### config.mk
export PLATFORM = sky130hd
export DESIGN_NAME = uart_frame_tx
export DESIGN_NICKNAME = d
export VERILOG_FILES = /design/src/rtl/uart_frame_tx.sv
export SDC_FILE = /design/constraint.sdc
export NUM_CORES = 1
export LEC_CHECK = 0
export CAP_MARGIN = 30
export CELL_PAD_IN_SITES_DETAIL_PLACEMENT = 1
export CELL_PAD_IN_SITES_GLOBAL_PLACEMENT = 1
export CORE_UTILIZATION = 30
export CTS_CLUSTER_SIZE = 12
export DETAILED_ROUTE_END_ITERATION = 8
export PLACE_DENSITY = 0.63
export REMOVE_ABC_BUFFERS = 1
export SETUP_SLACK_MARGIN = 0.2
export SYNTH_ARGS = -nofsm -noshare
export SYNTH_HDL_FRONTEND = slang
export SYNTH_SLANG_ARGS = --single-unit
### constraint.sdc
create_clock -name CLK -period 2.6 [get_ports CLK]
set_input_delay 0.26 -clock CLK [delete_from_list [all_inputs] [get_ports CLK]]
set_output_delay 0.26 -clock CLK [all_outputs]
set_load 0.05 [all_outputs]
### src/rtl/uart_frame_tx.sv
// uart_frame_tx - single-word UART transmitter with fractional baud divider.
//
// Sends one frame per accepted request: start bit, 5/6/7/8/16 data bits
// (LSB first), optional parity bit, then 1, 1.5 or 2 stop bits. Each bit lasts
// DIVIDER_VALUE clocks plus one extra clock whenever the 2-bit fractional
// accumulator carries, so DIV_CORRECT adds quarter-clock corrections per bit.
//
// Ports
//   CLK           in   system clock, rising edge
//   RSTN          in   synchronous active-low reset
//   DIVIDER_VALUE in   clocks per bit (values below 2 behave as 2)
//   DIV_CORRECT   in   quarter clocks added per bit
//   PARITY_BIT    in   0 none, 1 odd, 2 even, 3 mark, 4 space (others none)
//   STOP_BIT      in   0 one, 1 one-and-half, 2 two (others one)
//   DATA_BITS     in   5, 6, 7, 8 or 16 (others 8)
//   DATA_IN       in   word to send
//   DATA_SEND     in   send request, honoured only when BUSY is low
//   UART_CTS      in   0 = far end ready
//   UART_TXD      out  serial line, registered, idles high
//   BUSY          out  request would be ignored this cycle
//   DONE          out  one-cycle pulse on the first idle cycle after a frame
module uart_frame_tx (
  input  logic        CLK,
  input  logic        RSTN,
  input  logic [23:0] DIVIDER_VALUE,
  input  logic [1:0]  DIV_CORRECT,
  input  logic [7:0]  PARITY_BIT,
  input  logic [7:0]  STOP_BIT,
  input  logic [7:0]  DATA_BITS,
  input  logic [15:0] DATA_IN,
  input  logic        DATA_SEND,
  input  logic        UART_CTS,
  output logic        UART_TXD,
  output logic        BUSY,
  output logic        DONE
);

  typedef enum logic [2:0] {
    S_IDLE, S_START, S_DATA, S_PARITY, S_STOP, S_HALF_STOP
  } state_t;

  state_t      r_state, w_state_nxt;
  logic        r_txd, w_txd_nxt;
  logic        r_done, w_done_nxt;
  logic [1:0]  r_frac, w_frac_nxt;
  logic [23:0] r_clkcnt, w_clkcnt_nxt;   // clocks left in the current bit, minus one
  logic [4:0]  r_bitcnt, w_bitcnt_nxt;
  logic [15:0] r_shift, w_shift_nxt;
  logic        r_stopcnt, w_stopcnt_nxt; // second stop bit in progress

  // Frame settings captured at accept
  logic [23:0] r_div;
  logic [1:0]  r_corr;
  logic [4:0]  r_nbits;
  logic        r_par_en, r_par_val;
  logic [1:0]  r_stop_mode;

  // Accept-time decode of the raw inputs
  logic [23:0] w_div_in;
  logic [4:0]  w_nbits_in;
  logic [15:0] w_data_act;
  logic        w_par_en_in, w_par_in;
  logic [1:0]  w_stop_in;

  logic        w_accept, w_bit_end, w_next_bit;
  logic [2:0]  w_fsum;
  logic [23:0] w_len_m1;

  always_comb begin
    w_div_in = (DIVIDER_VALUE < 24'd2) ? 24'd2 : DIVIDER_VALUE;
    case (DATA_BITS)
      8'd5:    begin w_nbits_in = 5'd5;  w_data_act = DATA_IN & 16'h001F; end
      8'd6:    begin w_nbits_in = 5'd6;  w_data_act = DATA_IN & 16'h003F; end
      8'd7:    begin w_nbits_in = 5'd7;  w_data_act = DATA_IN & 16'h007F; end
      8'd16:   begin w_nbits_in = 5'd16; w_data_act = DATA_IN;             end
      default: begin w_nbits_in = 5'd8;  w_data_act = DATA_IN & 16'h00FF; end
    endcase
    w_par_en_in = (PARITY_BIT >= 8'd1) && (PARITY_BIT <= 8'd4);
    case (PARITY_BIT)
      8'd1:    w_par_in = ~(^w_data_act);  // odd: total ones including parity odd
      8'd2:    w_par_in = ^w_data_act;
      8'd3:    w_par_in = 1'b1;
      default: w_par_in = 1'b0;
    endcase
    w_stop_in = (STOP_BIT > 8'd2) ? 2'd0 : STOP_BIT[1:0];
  end

  // Next bit length: {carry,frac} = frac + corr, length = div + carry
  assign w_fsum    = {1'b0, r_frac} + {1'b0, r_corr};
  assign w_len_m1  = r_div - 24'd1 + {23'd0, w_fsum[2]};
  assign w_bit_end = (r_clkcnt == 24'd0);

  always_comb begin
    w_state_nxt   = r_state;
    w_txd_nxt     = r_txd;
    w_done_nxt    = 1'b0;
    w_frac_nxt    = r_frac;
    w_clkcnt_nxt  = w_bit_end ? 24'd0 : r_clkcnt - 24'd1;
    w_bitcnt_nxt  = r_bitcnt;
    w_shift_nxt   = r_shift;
    w_stopcnt_nxt = r_stopcnt;
    w_accept      = 1'b0;
    w_next_bit    = 1'b0;
    case (r_state)
      S_IDLE: begin
        w_txd_nxt = 1'b1;
        if (DATA_SEND && !UART_CTS) begin
          // Start bit: frac starts at 0, so 0 + corr never carries here
          w_accept      = 1'b1;
          w_state_nxt   = S_START;
          w_txd_nxt     = 1'b0;
          w_clkcnt_nxt  = w_div_in - 24'd1;
          w_frac_nxt    = DIV_CORRECT;
          w_bitcnt_nxt  = 5'd0;
          w_shift_nxt   = DATA_IN;
          w_stopcnt_nxt = 1'b0;
        end
      end
      S_START: if (w_bit_end) begin
        w_state_nxt = S_DATA;
        w_txd_nxt   = r_shift[0];
        w_next_bit  = 1'b1;
      end
      S_DATA: if (w_bit_end) begin
        w_next_bit = 1'b1;
        if (r_bitcnt == r_nbits - 5'd1) begin
          w_bitcnt_nxt = 5'd0;
          w_state_nxt  = r_par_en ? S_PARITY : S_STOP;
          w_txd_nxt    = r_par_en ? r_par_val : 1'b1;
        end else begin
          w_bitcnt_nxt = r_bitcnt + 5'd1;
          w_shift_nxt  = r_shift >> 1;
          w_txd_nxt    = r_shift[1];
        end
      end
      S_PARITY: if (w_bit_end) begin
        w_state_nxt = S_STOP;
        w_txd_nxt   = 1'b1;
        w_next_bit  = 1'b1;
      end
      S_STOP: if (w_bit_end) begin
        if (r_stop_mode == 2'd2 && !r_stopcnt) begin
          w_stopcnt_nxt = 1'b1;
          w_next_bit    = 1'b1;
        end else if (r_stop_mode == 2'd1) begin
          // Half stop is a plain floor(div/2); it does not touch frac
          w_state_nxt  = S_HALF_STOP;
          w_clkcnt_nxt = (r_div >> 1) - 24'd1;
        end else begin
          w_state_nxt   = S_IDLE;
          w_done_nxt    = 1'b1;
          w_stopcnt_nxt = 1'b0;
        end
      end
      S_HALF_STOP: if (w_bit_end) begin
        w_state_nxt = S_IDLE;
        w_done_nxt  = 1'b1;
      end
      default: w_state_nxt = S_IDLE;
    endcase
    if (w_next_bit) begin
      w_clkcnt_nxt = w_len_m1;
      w_frac_nxt   = w_fsum[1:0];
    end
  end

  always_ff @(posedge CLK) begin
    if (!RSTN) begin
      r_state     <= S_IDLE;
      r_txd       <= 1'b1;
      r_done      <= 1'b0;
      r_frac      <= 2'd0;
      r_clkcnt    <= 24'd0;
      r_bitcnt    <= 5'd0;
      r_shift     <= 16'd0;
      r_stopcnt   <= 1'b0;
      r_div       <= 24'd0;
      r_corr      <= 2'd0;
      r_nbits     <= 5'd0;
      r_par_en    <= 1'b0;
      r_par_val   <= 1'b0;
      r_stop_mode <= 2'd0;
    end else begin
      r_state   <= w_state_nxt;
      r_txd     <= w_txd_nxt;
      r_done    <= w_done_nxt;
      r_frac    <= w_frac_nxt;
      r_clkcnt  <= w_clkcnt_nxt;
      r_bitcnt  <= w_bitcnt_nxt;
      r_shift   <= w_shift_nxt;
      r_stopcnt <= w_stopcnt_nxt;
      if (w_accept) begin
        r_div       <= w_div_in;
        r_corr      <= DIV_CORRECT;
        r_nbits     <= w_nbits_in;
        r_par_en    <= w_par_en_in;
        r_par_val   <= w_par_in;
        r_stop_mode <= w_stop_in;
      end
    end
  end

  assign UART_TXD = r_txd;
  assign DONE     = r_done;
  assign BUSY     = (r_state != S_IDLE) || UART_CTS;

endmodule

==> run metrics <==
outcome complete, but fails checks; violated checks negative setup slack; post-synthesis cell area 6041 µm²; average routed wire per standard cell 19.06 µm; most common cell after layout, fill and taps aside buf_4; post-synthesis cell count between 800 and 900; root buffer cell clkbuf_16; Routed Antenna Nets 0; IO Count 73; hold path startpoint DIVIDER_VALUE[17]; Post-synth EDFFs 0; commonest non-fill, non-tap cells in the layout buf_4 (110), nand2_1 (91), dfxtp_1 (83); vias in the first global route 6,595; VDD IR max 0.4178 mV; clock slew at reported path FFs 0.07 ns; placer congestion estimate around 0.88; cts hold-fix bufs 0; fillers 2,353; final wirelength between 20,000 and 25,000 µm; fin crit share 105.6%; # rows 51; MaxCap Viol Count 0; largest family of logic cells by synthesized area simple AND/OR/NAND/NOR gates; Synth-to-Final Area Change 49.50%; PortBufs 72; first-pass GRT wire length 36,080 µm; CTS tree done; Main synth FF type dfxtp_1; Slew HR 51.70%; HPWL Detailed roughly 17,000 µm; final layout net count 1,057; total power 6422 µW; overall global routing resource usage between 20% and 30%; Seq/Total Area, Yosys just under 30%; Post-Synth Simple-Gate Area 28.48%; first-pass detailed-route iteration total 4; Synth Area in Adders 2.196%; WS Path Type reg2reg; Fin. Hold Viols 0; Critical path destination r_clkcnt[8]$_SDFF_PN0_; reg2reg end r_clkcnt[8]$_SDFF_PN0_; pin count of the biggest net entering global routing 45; Hold Crit Class in2reg; Required @ worst endpoint around 2.9 ns; CP arrival 3.01 ns; Max Clk Rate 364.1 MHz; Flop pwr share a little over a quarter; post-synthesis mux area share 3.148%; Crit. Startpoint r_corr[0]$_SDFFE_PN0P_; Setup crit end kind flop; chip height 143.9 µm; drt via density 5.298; area of placed instances approximately 7800 µm²; Clock Latency Late Sink approximately 0.37 ns; antenna cells 0; Clock Path Buffers 2; FF-to-FF setup slack -0.15 ns; clock network power share 21.8%; total die area 20,710 µm²; final slew viol count 0; Avg Inst Size Synth 7.476 µm²; Cell Pwr Density 711.1 nW/µm²; initial antenna violation count 0; r2r worst-path depth 13; layout cells sized above 1 28.41%; Lkg Pwr 0.003485 µW; #FFs+latches synth 88; Synth cell types 63; Post-Synth XOR/XNOR Area 14.44%; # setup viols final 11; logic gate share of total power roughly half; Internal Power 3846 µW; minimum clock period ~2.7 ns; CTS buffer count 9; Core Area 19,590 µm²; Slew @ Worst Pin approximately 0.72 ns; RSZ-0062 raised after global routing true; critical path launch point type flop; peak fanout along the critical path 4; CTS Sinks 88; fin area around 9000 µm²; Initial Utilization 30.84%; final worst setup slack -0.1468 ns; Worst Skew between 0.005 and 0.006 ns; Congestion Overflow GR 0; switching share of power 40.10%; Die Width 143.9 µm; via count 6,607; Synth Area in Compound Gates 18.39%; Switch Pwr around 2600 µW; reg-to-reg startpoint r_corr[0]$_SDFFE_PN0P_; Synth async-reset ratio 0%; Residual DRC 0; htree depth 3; drt first-iter violations approximately 370; Ys Warns 0
logic make-up (layout without fill, tap and decap cells):
kind of cell	Yosys count	count (layout)
mux	19	19
buf+inv	65	239
compound gates	175	175
flops	88	88
simple gates	353	353
fa+ha+maj	10	10
xor+xnor	98	98
power by group through the flow:
| stage | registers (µW) | clock network (µW) | logic (µW) |
|---|---|---|---|
| CTS | 1720 | 1410 | 3030 |
| global placement | 1740 | 0 | 2690 |
| detailed placement | 1750 | 0 | 2710 |
| global route | 1760 | 1470 | 3540 |
| finish | 1740 | 1400 | 3280 |
| floorplan | 1760 | 0 | 1620 |
routing by layer:
metal  routed length, µm  vias up  global-route usage (%)
li1                    -     3200                       -
met1               11030     3271                   30.58
met2               11580      116                   37.73
met3                 752       20                   4.065
met4                 403        0                   6.495
met5                   0        -                       0
worst max-delay path, cell delays in order, from the launching register on:
cell and delay (ns):
dfxtp_2 0.34, ha_4 0.16, fa_2 0.36, inv_4 0.10
ha_4 0.15, ha_4 0.13, or3b_4 0.39, nor3_4 0.19
buf_6 0.17, buf_12 0.12, nand2_4 0.04, xnor2_2 0.13
a22o_1 0.18, o21a_1 0.16
per-stage QoR:
step / worst slack [ns] / utilization, % / hold WS [ns] / std cells / setup TNS [ns]
floorplan: -0.9027 / - / 0.3318 / 758 / -30.70
global placement: -0.5463 / 39.99 / 0.4457 / 1209 / -4.893
CTS: -0.09241 / 44.03 / 0.2699 / 1237 / -0.2866
finish: -0.1468 / 46.10 / 0.2828 / 1247 / -0.6671
global route: -0.1828 / 46.10 / 0.3114 / 1247 / -1.473
detailed placement: -0.6219 / 39.99 / 0.4619 / 1209 / -5.717
cell type report:
| cell class | count | area, µm² | share of cell area (%) |
|---|---|---|---|
| multi-input cells | 655 | 4642 | 51.40 |
| repair buffers | 208 | 1928 | 21.35 |
| flip-flops and latches | 88 | 1768 | 19.58 |
| inverters | 15 | 58.81 | 0.6512 |
| well taps | 265 | 331.6 | 3.671 |
| clock inverters | 7 | 77.57 | 0.8590 |
| clock buffers | 9 | 225.2 | 2.494 |
sequential cells by signal, indices dropped and copies added (netlist names), 3 cells and up:
name / cells
r_nbits: 5
r_shift: 16
r_clkcnt: 24
r_bitcnt: 5
r_state: 3
r_div: 24
synthesized netlist by cell type (3+ instances only):
library cell | n | area [µm²]
and3_1 | 6 | 37.54
nor2b_1 | 4 | 25.02
or3_1 | 17 | 106.4
nand2b_1 | 13 | 81.33
nand4_1 | 9 | 56.30
nor4_1 | 16 | 100.1
dfxtp_1 | 88 | 1762
buf_2 | 4 | 20.02
o21ai_0 | 26 | 130.1
or4_1 | 7 | 52.55
a22oi_1 | 5 | 37.54
nor2_1 | 97 | 364.1
or2_2 | 9 | 56.30
or4_4 | 3 | 33.78
a221oi_1 | 4 | 35.03
o31ai_1 | 5 | 37.54
ha_1 | 9 | 112.6
a21oi_1 | 62 | 310.3
o22ai_1 | 12 | 75.07
nand2_1 | 97 | 364.1
a31oi_1 | 8 | 50.05
xnor2_1 | 47 | 411.6
inv_1 | 14 | 52.55
a211oi_1 | 22 | 165.2
and2_1 | 3 | 18.77
buf_1 | 3 | 11.26
o211ai_1 | 5 | 37.54
mux2i_1 | 19 | 190.2
o21a_1 | 5 | 37.54
xor2_1 | 50 | 437.9
clkbuf_1 | 42 | 157.7
nor3_1 | 35 | 175.2
nand3_1 | 24 | 120.1
worst min path at each step:
stage                                         to  depth (start not counted)
final                     r_div[17]$_SDFFE_PN0P_                          4
after global routing      r_div[22]$_SDFFE_PN0P_                          4
after CTS                 r_div[17]$_SDFFE_PN0P_                          4
after detailed placement  r_corr[0]$_SDFFE_PN0P_                          2
after global placement     r_div[0]$_SDFFE_PN0P_                          2
after floorplan            UART_TXD$_SDFFE_PN1P_                          1
what timing repair did:
action,in CTS,in global routing
gates resized for setup,117,69
cloned,1,2
pin swaps,55,39
buffers inserted,11,8
setup endpoints to repair,44,48
(Power assumes the default switching activity.)
